<file path="src/rtl/zebra_pkg.sv">
// Shared types and helpers for the zebra rule checker: rule/result encodings,
// classic-puzzle value names and a rule-word packer sized for the default build.
package zebra_pkg;

    localparam int DEF_N_HOUSES = 5;
    localparam int DEF_N_ATTR   = 5;
    localparam int DEF_N_RULES  = 16;
    localparam int DEF_VAL_W    = $clog2(DEF_N_HOUSES);
    localparam int DEF_ATTR_W   = $clog2(DEF_N_ATTR);
    localparam int DEF_RULE_W   = 3 + 2 * DEF_ATTR_W + 2 * DEF_VAL_W;

    typedef enum logic [1:0] {
        RT_SAME     = 2'd0,
        RT_RIGHT_OF = 2'd1,
        RT_NEXT_TO  = 2'd2,
        RT_AT_POS   = 2'd3
    } rule_type_e;

    typedef enum logic [1:0] {
        RC_PASS      = 2'd0,
        RC_PERM_ERR  = 2'd1,
        RC_FRAME_ERR = 2'd2,
        RC_RULE_FAIL = 2'd3
    } res_code_e;

    // Attribute column indices of the classic puzzle
    localparam logic [DEF_ATTR_W-1:0] ATTR_NATION = DEF_ATTR_W'(0);
    localparam logic [DEF_ATTR_W-1:0] ATTR_COLOR  = DEF_ATTR_W'(1);
    localparam logic [DEF_ATTR_W-1:0] ATTR_PET    = DEF_ATTR_W'(2);
    localparam logic [DEF_ATTR_W-1:0] ATTR_DRINK  = DEF_ATTR_W'(3);
    localparam logic [DEF_ATTR_W-1:0] ATTR_CIGG   = DEF_ATTR_W'(4);

    typedef enum logic [DEF_VAL_W-1:0] {
        NAT_ENGLISH, NAT_SPAIN, NAT_UKRAIN, NAT_NORWAY, NAT_JAPAN
    } nation_key;

    typedef enum logic [DEF_VAL_W-1:0] {
        COL_RED, COL_GREEN, COL_IVORY, COL_YELLOW, COL_BLUE
    } color_key;

    typedef enum logic [DEF_VAL_W-1:0] {
        PET_DOG, PET_SNAIL, PET_FOX, PET_HORSE, PET_ZEBRA
    } pet_key;

    typedef enum logic [DEF_VAL_W-1:0] {
        DRK_COFFEE, DRK_TEA, DRK_MILK, DRK_JUICE, DRK_WATER
    } drink_key;

    typedef enum logic [DEF_VAL_W-1:0] {
        CIG_OLDGOLD, CIG_KOOLS, CIG_CHESTERFIELD, CIG_LUCKY, CIG_PARLIAMENT
    } cigg_key;

    // Builds a rule word {en, type, attr_a, val_a, attr_b, val_b}
    function automatic logic [DEF_RULE_W-1:0] rule_pack(
        input logic                  en,
        input rule_type_e            rtype,
        input logic [DEF_ATTR_W-1:0] attr_a,
        input logic [DEF_VAL_W-1:0]  val_a,
        input logic [DEF_ATTR_W-1:0] attr_b,
        input logic [DEF_VAL_W-1:0]  val_b
    );
        return {en, rtype, attr_a, val_a, attr_b, val_b};
    endfunction

endpackage

</file>
<file path="src/rtl/zebra_rule_eval.sv">
// Combinational evaluation of one clue against the looked-up house positions.
// Disabled rules always pass; an enabled rule naming an attribute or value
// outside the grid is treated as failing so a malformed encoding is reported.
module zebra_rule_eval
    import zebra_pkg::*;
#(
    parameter int  N_HOUSES = DEF_N_HOUSES,
    parameter int  N_ATTR   = DEF_N_ATTR,
    localparam int VAL_W    = $clog2(N_HOUSES),
    localparam int ATTR_W   = $clog2(N_ATTR),
    localparam int RULE_W   = 3 + 2 * ATTR_W + 2 * VAL_W
) (
    input  logic [RULE_W-1:0] rule,
    input  logic [VAL_W-1:0]  pa,
    input  logic [VAL_W-1:0]  pb,
    output logic              pass
);

    localparam logic [ATTR_W:0] ATTR_LIM = (ATTR_W + 1)'(N_ATTR);
    localparam logic [VAL_W:0]  VAL_LIM  = (VAL_W + 1)'(N_HOUSES);
    localparam logic [VAL_W:0]  ONE      = (VAL_W + 1)'(1);

    logic              en;
    rule_type_e        rtype;
    logic [ATTR_W-1:0] attr_a;
    logic [VAL_W-1:0]  val_a;
    logic [ATTR_W-1:0] attr_b;
    logic [VAL_W-1:0]  val_b;
    logic              a_ok;
    logic              b_ok;
    logic [VAL_W:0]    pa_x;
    logic [VAL_W:0]    pb_x;

    assign val_b  = rule[VAL_W-1:0];
    assign attr_b = rule[VAL_W +: ATTR_W];
    assign val_a  = rule[VAL_W + ATTR_W +: VAL_W];
    assign attr_a = rule[2 * VAL_W + ATTR_W +: ATTR_W];
    assign rtype  = rule_type_e'(rule[2 * VAL_W + 2 * ATTR_W +: 2]);
    assign en     = rule[RULE_W-1];

    assign a_ok = ({1'b0, attr_a} < ATTR_LIM) && ({1'b0, val_a} < VAL_LIM);
    assign b_ok = ({1'b0, attr_b} < ATTR_LIM) && ({1'b0, val_b} < VAL_LIM);

    // Positions widened by one bit so pa+1 never wraps at the right edge
    assign pa_x = {1'b0, pa};
    assign pb_x = {1'b0, pb};

    // Apply the relation selected by the rule type
    always_comb begin
        pass = 1'b1;
        if (en) begin
            case (rtype)
                RT_SAME:     pass = a_ok && b_ok && (pa == pb);
                RT_RIGHT_OF: pass = a_ok && b_ok && (pb_x == pa_x + ONE);
                RT_NEXT_TO:  pass = a_ok && b_ok &&
                                    ((pb_x == pa_x + ONE) || (pa_x == pb_x + ONE));
                RT_AT_POS:   pass = a_ok && (pa == val_b);
                default:     pass = 1'b0;
            endcase
        end
    end

endmodule

</file>
<file path="config.mk">
export PLATFORM = sky130hd
export DESIGN_NAME = zebra_rule_eval
export DESIGN_NICKNAME = d
export VERILOG_FILES = /design/src/rtl/zebra_pkg.sv /design/src/rtl/zebra_rule_eval.sv
export SDC_FILE = /design/constraint.sdc
export NUM_CORES = 1
export LEC_CHECK = 0
export ABC_AREA = 1
export CORE_AREA = 2 2 39 41
export DETAILED_ROUTE_END_ITERATION = 8
export DIE_AREA = 0 0 41 43
export PLACE_DENSITY = 0.65
export SLEW_MARGIN = 10
export SYNTH_ARGS = -nofsm -noshare
export SYNTH_HDL_FRONTEND = slang
export SYNTH_SLANG_ARGS = --single-unit
</file>
<file path="constraint.sdc">
create_clock -name vclk -period 1.6
set_input_delay 0.4 -clock vclk [all_inputs]
set_output_delay 0.4 -clock vclk [all_outputs]
set_load 0.01 [all_outputs]
</file>
### Yosys cells after proc, flatten, opt, wreduce, memory -nomap -nowiden

Index checks and enable logic that the tools add are counted.

| word-level totals | value |
|---|---|
| bits in registers | 0 |
| input port bits | 21 |
| output and inout port bits | 1 |
| logic and storage cells | 24 |

| operators by class | value |
|---|---|
| add/sub/neg operators | 2 |
| $lt $le $gt $ge | 4 |
| eq/ne operators | 7 |
| mux-type cells | 2 |
| reduce and logical (&&, ||, !) cells | 9 |

Operator list:

| kind | count |
|---|---|
| less-than comparator 3 bit, second input constant | 4 |
| adder 3 x 1 -> 4 bit, second input constant | 2 |
| == test 3 x 4 -> 1 bit | 2 |
| logical AND 1 bit | 7 |
| == test 3 bit | 2 |
| == test 2 bit, second input constant | 2 |
| case mux 1 bit (4 select lines) | 1 |
| == test 2 x 1 -> 1 bit, second input constant | 1 |
| logical NOT 2 bit | 1 |
| logical OR 1 bit | 1 |
| two-way mux 1 bit | 1 |

### Depth between registers and ports, before layout

Gate-level depths: netlist of run 1.

| logic depth | value |
|---|---|
| depth in word-level cells | 6 |
| depth in mapped cells | 13 |
| depth with buffers taken out | 13 |

### Least setup slack after synthesis of run 1

No wires, ideal clock.

| timing path | value |
|---|---|
| path kind | input to output |
| start | input pb[0] |
| end | output pass |
| data arrival time | 1320 ps |
| required time | 1200 ps |
| path slack | -120 ps |
| cell stages on the path | 12 |
| buffers on the path | 0 |
| cells stage by stage | ha_1 -> inv_1 -> nand2_1 -> nand2_1 -> nand3_2 -> o21ai_2 -> nand2_1 -> nand2_1 -> nand2_1 -> nand2_1 -> nand2_1 -> nand2_1 |

| on the way | value |
|---|---|
| word-level cells in the longest chain between the ends | 6 |
| elaborated cells between the ends (all ways) | 10 |
| those cells by class | add/sub (1); eq/ne (3); mux (2); reduce/logical (4) |

Ends and longest elaborated chain:

| item | RTL line | source |
|---|---|---|
| start, declared | zebra_rule_eval.sv:15 | `input logic [VAL_W-1:0] pb,` |
| adder 3 x 1 -> 4 bit | zebra_rule_eval.sv:56 | `((pb_x == pa_x + ONE) \|\| (pa_x == pb_x + ONE));` |
| == test 3 x 4 -> 1 bit | zebra_rule_eval.sv:56 |  |
| logical OR 1 bit | zebra_rule_eval.sv:56 |  |
| logical AND 1 bit | zebra_rule_eval.sv:55 | `RT_NEXT_TO: pass = a_ok && b_ok &&` |
| case mux 1 bit (4 select lines) (*) | zebra_rule_eval.sv:52 | `case (rtype)` |
| two-way mux 1 bit (*) | zebra_rule_eval.sv:51 | `if (en) begin` |
| end, declared | zebra_rule_eval.sv:16 | `output logic pass` |

Mark *: on every way between the ends. The rest lies on a longest branch, timed or not.

### Worst setup path after layout of run 1

| timing path | value |
|---|---|
| start | input pb[2] |
| end | output pass |

Same word-level chain as after synthesis.

==> out/results.ini, run 1 <==
[cells_and_area]
seq_cell_count = 0
final_cell_mix = nand2_1 (15), clkdlybuf4s50_1 (13), inv_1 (8)
drive_gt1_share_pct = 32.2
num_antenna_cells = 0
final_common_cell = nand2_1
instances_no_fill = 106
nets = 118
nClkBuffers = 0
area_growth_pct = 90.5
final_area_um2 = 674
regArea_um2 = 0
n_fill_cell = 150

[synthesis]
syn_area_per_cell_um2 = 5.62
syn_nets = 89
synth_cells = 63
synth_area_um2 = 354
ys_types = 14
seq_area_frac_synth_pct = 0
synthTopCellsByArea = nand2_1 (19%), ha_1 (18%), xnor2_1 (12%), nand3_1 (8.5%), inv_1 (8.5%)
ys.warnings.count = 0
synth_top_area_cell = nand2_1
synth_top_area_share_pct = 19.1

[grt]
grt_pass1_wl_um = 1350
grt_pass1_vias = 336
grt.overflow.total = 0
grt_start_max_net_pins = 6
grtUsageTotal_pct = 10.2
antenna_found_initial = 0

[floorplan]
rows = 14
start_util_pct = 25.6
ioPinCount = 22
core_um2 = 1380
die_x_um = 41
die_h_um = 43
dieArea_um2 = 1760

[placed_design]
place_hpwl_um = 784
dp.cells = 106
place_area_um2 = 659
dp_slack_ps = -1140
port_buffers = 22
globalplace.congestion = 0.810

[sta]
hold_violations = 0
max_slew.worst_pin.slew_ps = 184
setup_ws_ps = -301
rsz0062_at_grt = true
drv_slew = 0
fmax_ghz = 0.526
layout_min_cycle_time_ps = 1900
fin_crit_sh_pct = 119
slew_headroom_pct = 87.6
fin_setup_tns_ps = -301
report.final.setup_viol = 1

[detailed_routing]
antenna_left = 0
m1WireLength_um = 400
highest_layer = met3
drtIter0Drc = 2
drc_errors = 0
met2WireLength_um = 427
firstDrtPassIters = 3
routed-wl-met3_um = 54
drt-vias-per-instance = 4.07
routedWlPerCell_um = 8.32
num_vias = 431
drt-total-wl_um = 882

[pwr]
power.total_uw = 174
power_density_nw_per_um2 = 258
p_leak_uw = 0.000324
worst_ir_drop_vdd_v = 0.000118

[setup_path]
crit_type = primary input to output port
cp.arrival_ps = 1500
worstSetupEndpointType = output port
worstPathRequired_ps = 1200
startpoint_type = primary input
critPathMaxFanout = 4
crit_end = pass
crit_start = pb[2]

[run_status]
status = finished, violations left
violations = setup timing

[run]
cap_violations = 0

[hold_path]
hold_class = primary input to output port
worstHoldStart = rule[14]

[clocking]
cts_hold_buf = 0
postCtsSetupBuffers = 0

==> cell families after synthesis <==
kind of cell / after synthesis / share of synthesized area, %
simple gates: 35 / 45.2
fa+ha+maj: 5 / 17.7
compound gates: 7 / 13.1
xor+xnor: 5 / 12.4
buf+inv: 11 / 11.7
==> area by class of cell <==
class                      instances  area (um^2)  share of cell area, %
multi-input combinational         52          358                   53.1
tap                               16         20.0                   2.97
timing repair buffer              27          253                   37.5
inverter                          11         43.8                   6.49
==> cell usage after synthesis (2+ instances only) <==
library cell / number
nand2_1: 18
inv_1: 8
nand2_2: 3
nor2_1: 6
o21ai_0: 4
ha_1: 5
a21oi_2: 2
xnor2_1: 5
inv_2: 2
nand3_1: 6
==> power by group <==
group | switching, uW | total [uW] | internal (uW)
Combinational | 74.1 | 174 | 99.8
Sequential | 0 | 0 | 0
Clock | 0 | 0 | 0
Total | 74.1 | 174 | 99.8
==> repair_timing <==
item | 4_1_cts | 5_1_grt
endpoints found under the setup margin | 1 | 1
pin swaps | 10 | 8
gates resized for setup | 36 | 4
==> worst max-delay path, cell delays in order <==
cell,delay (ps)
clkdlybuf4s15_1,260
inv_2,70
nand2_4,80
nand2_2,60
nand2_2,60
nand2_2,40
o21ai_2,120
nand2_1,60
nand2_1,50
nand2_1,40
nand2_1,50
nand2_1,50
nand2_2,60
buf_6,90
==> routing by layer <==
metal	up-vias	global-route usage, %
met1	171	15.2
li1	251	-
met3	0	0.524
met2	9	16.6
met5	-	0
met4	0	0
==> worst min path at each step <==
stage / to / slack, ps / cells past startpoint
6_report: pass / 1380 / 3
5_1_grt: pass / 1410 / 3
4_1_cts: pass / 1380 / 3
3_5_place_dp: pass / 1770 / 3
3_3_place_gp: pass / 1780 / 3
2_1_floorplan: pass / 840 / 1
==> stage by stage <==
stage | util (%) | hold slack, ps
global route | 48.7 | 1410
floorplan | - | 844
finish | 48.7 | 1380
global placement | 47.6 | 1780
detailed placement | 47.6 | 1770
CTS | 47.8 | 1380
(Power assumes the default switching activity.)
==> run 2: changes to the inputs <==
--- a/config.mk
+++ b/config.mk
@@ -10,7 +10,8 @@
 export DETAILED_ROUTE_END_ITERATION = 8
 export DIE_AREA = 0 0 41 43
 export PLACE_DENSITY = 0.65
-export SLEW_MARGIN = 10
+export RECOVER_POWER = 25
+export SLEW_MARGIN = 15
 export SYNTH_ARGS = -nofsm -noshare
 export SYNTH_HDL_FRONTEND = slang
 export SYNTH_SLANG_ARGS = --single-unit
==> results of run 2 <==
Same layout as run 1: the final DEF is identical, and so are final timing and power.
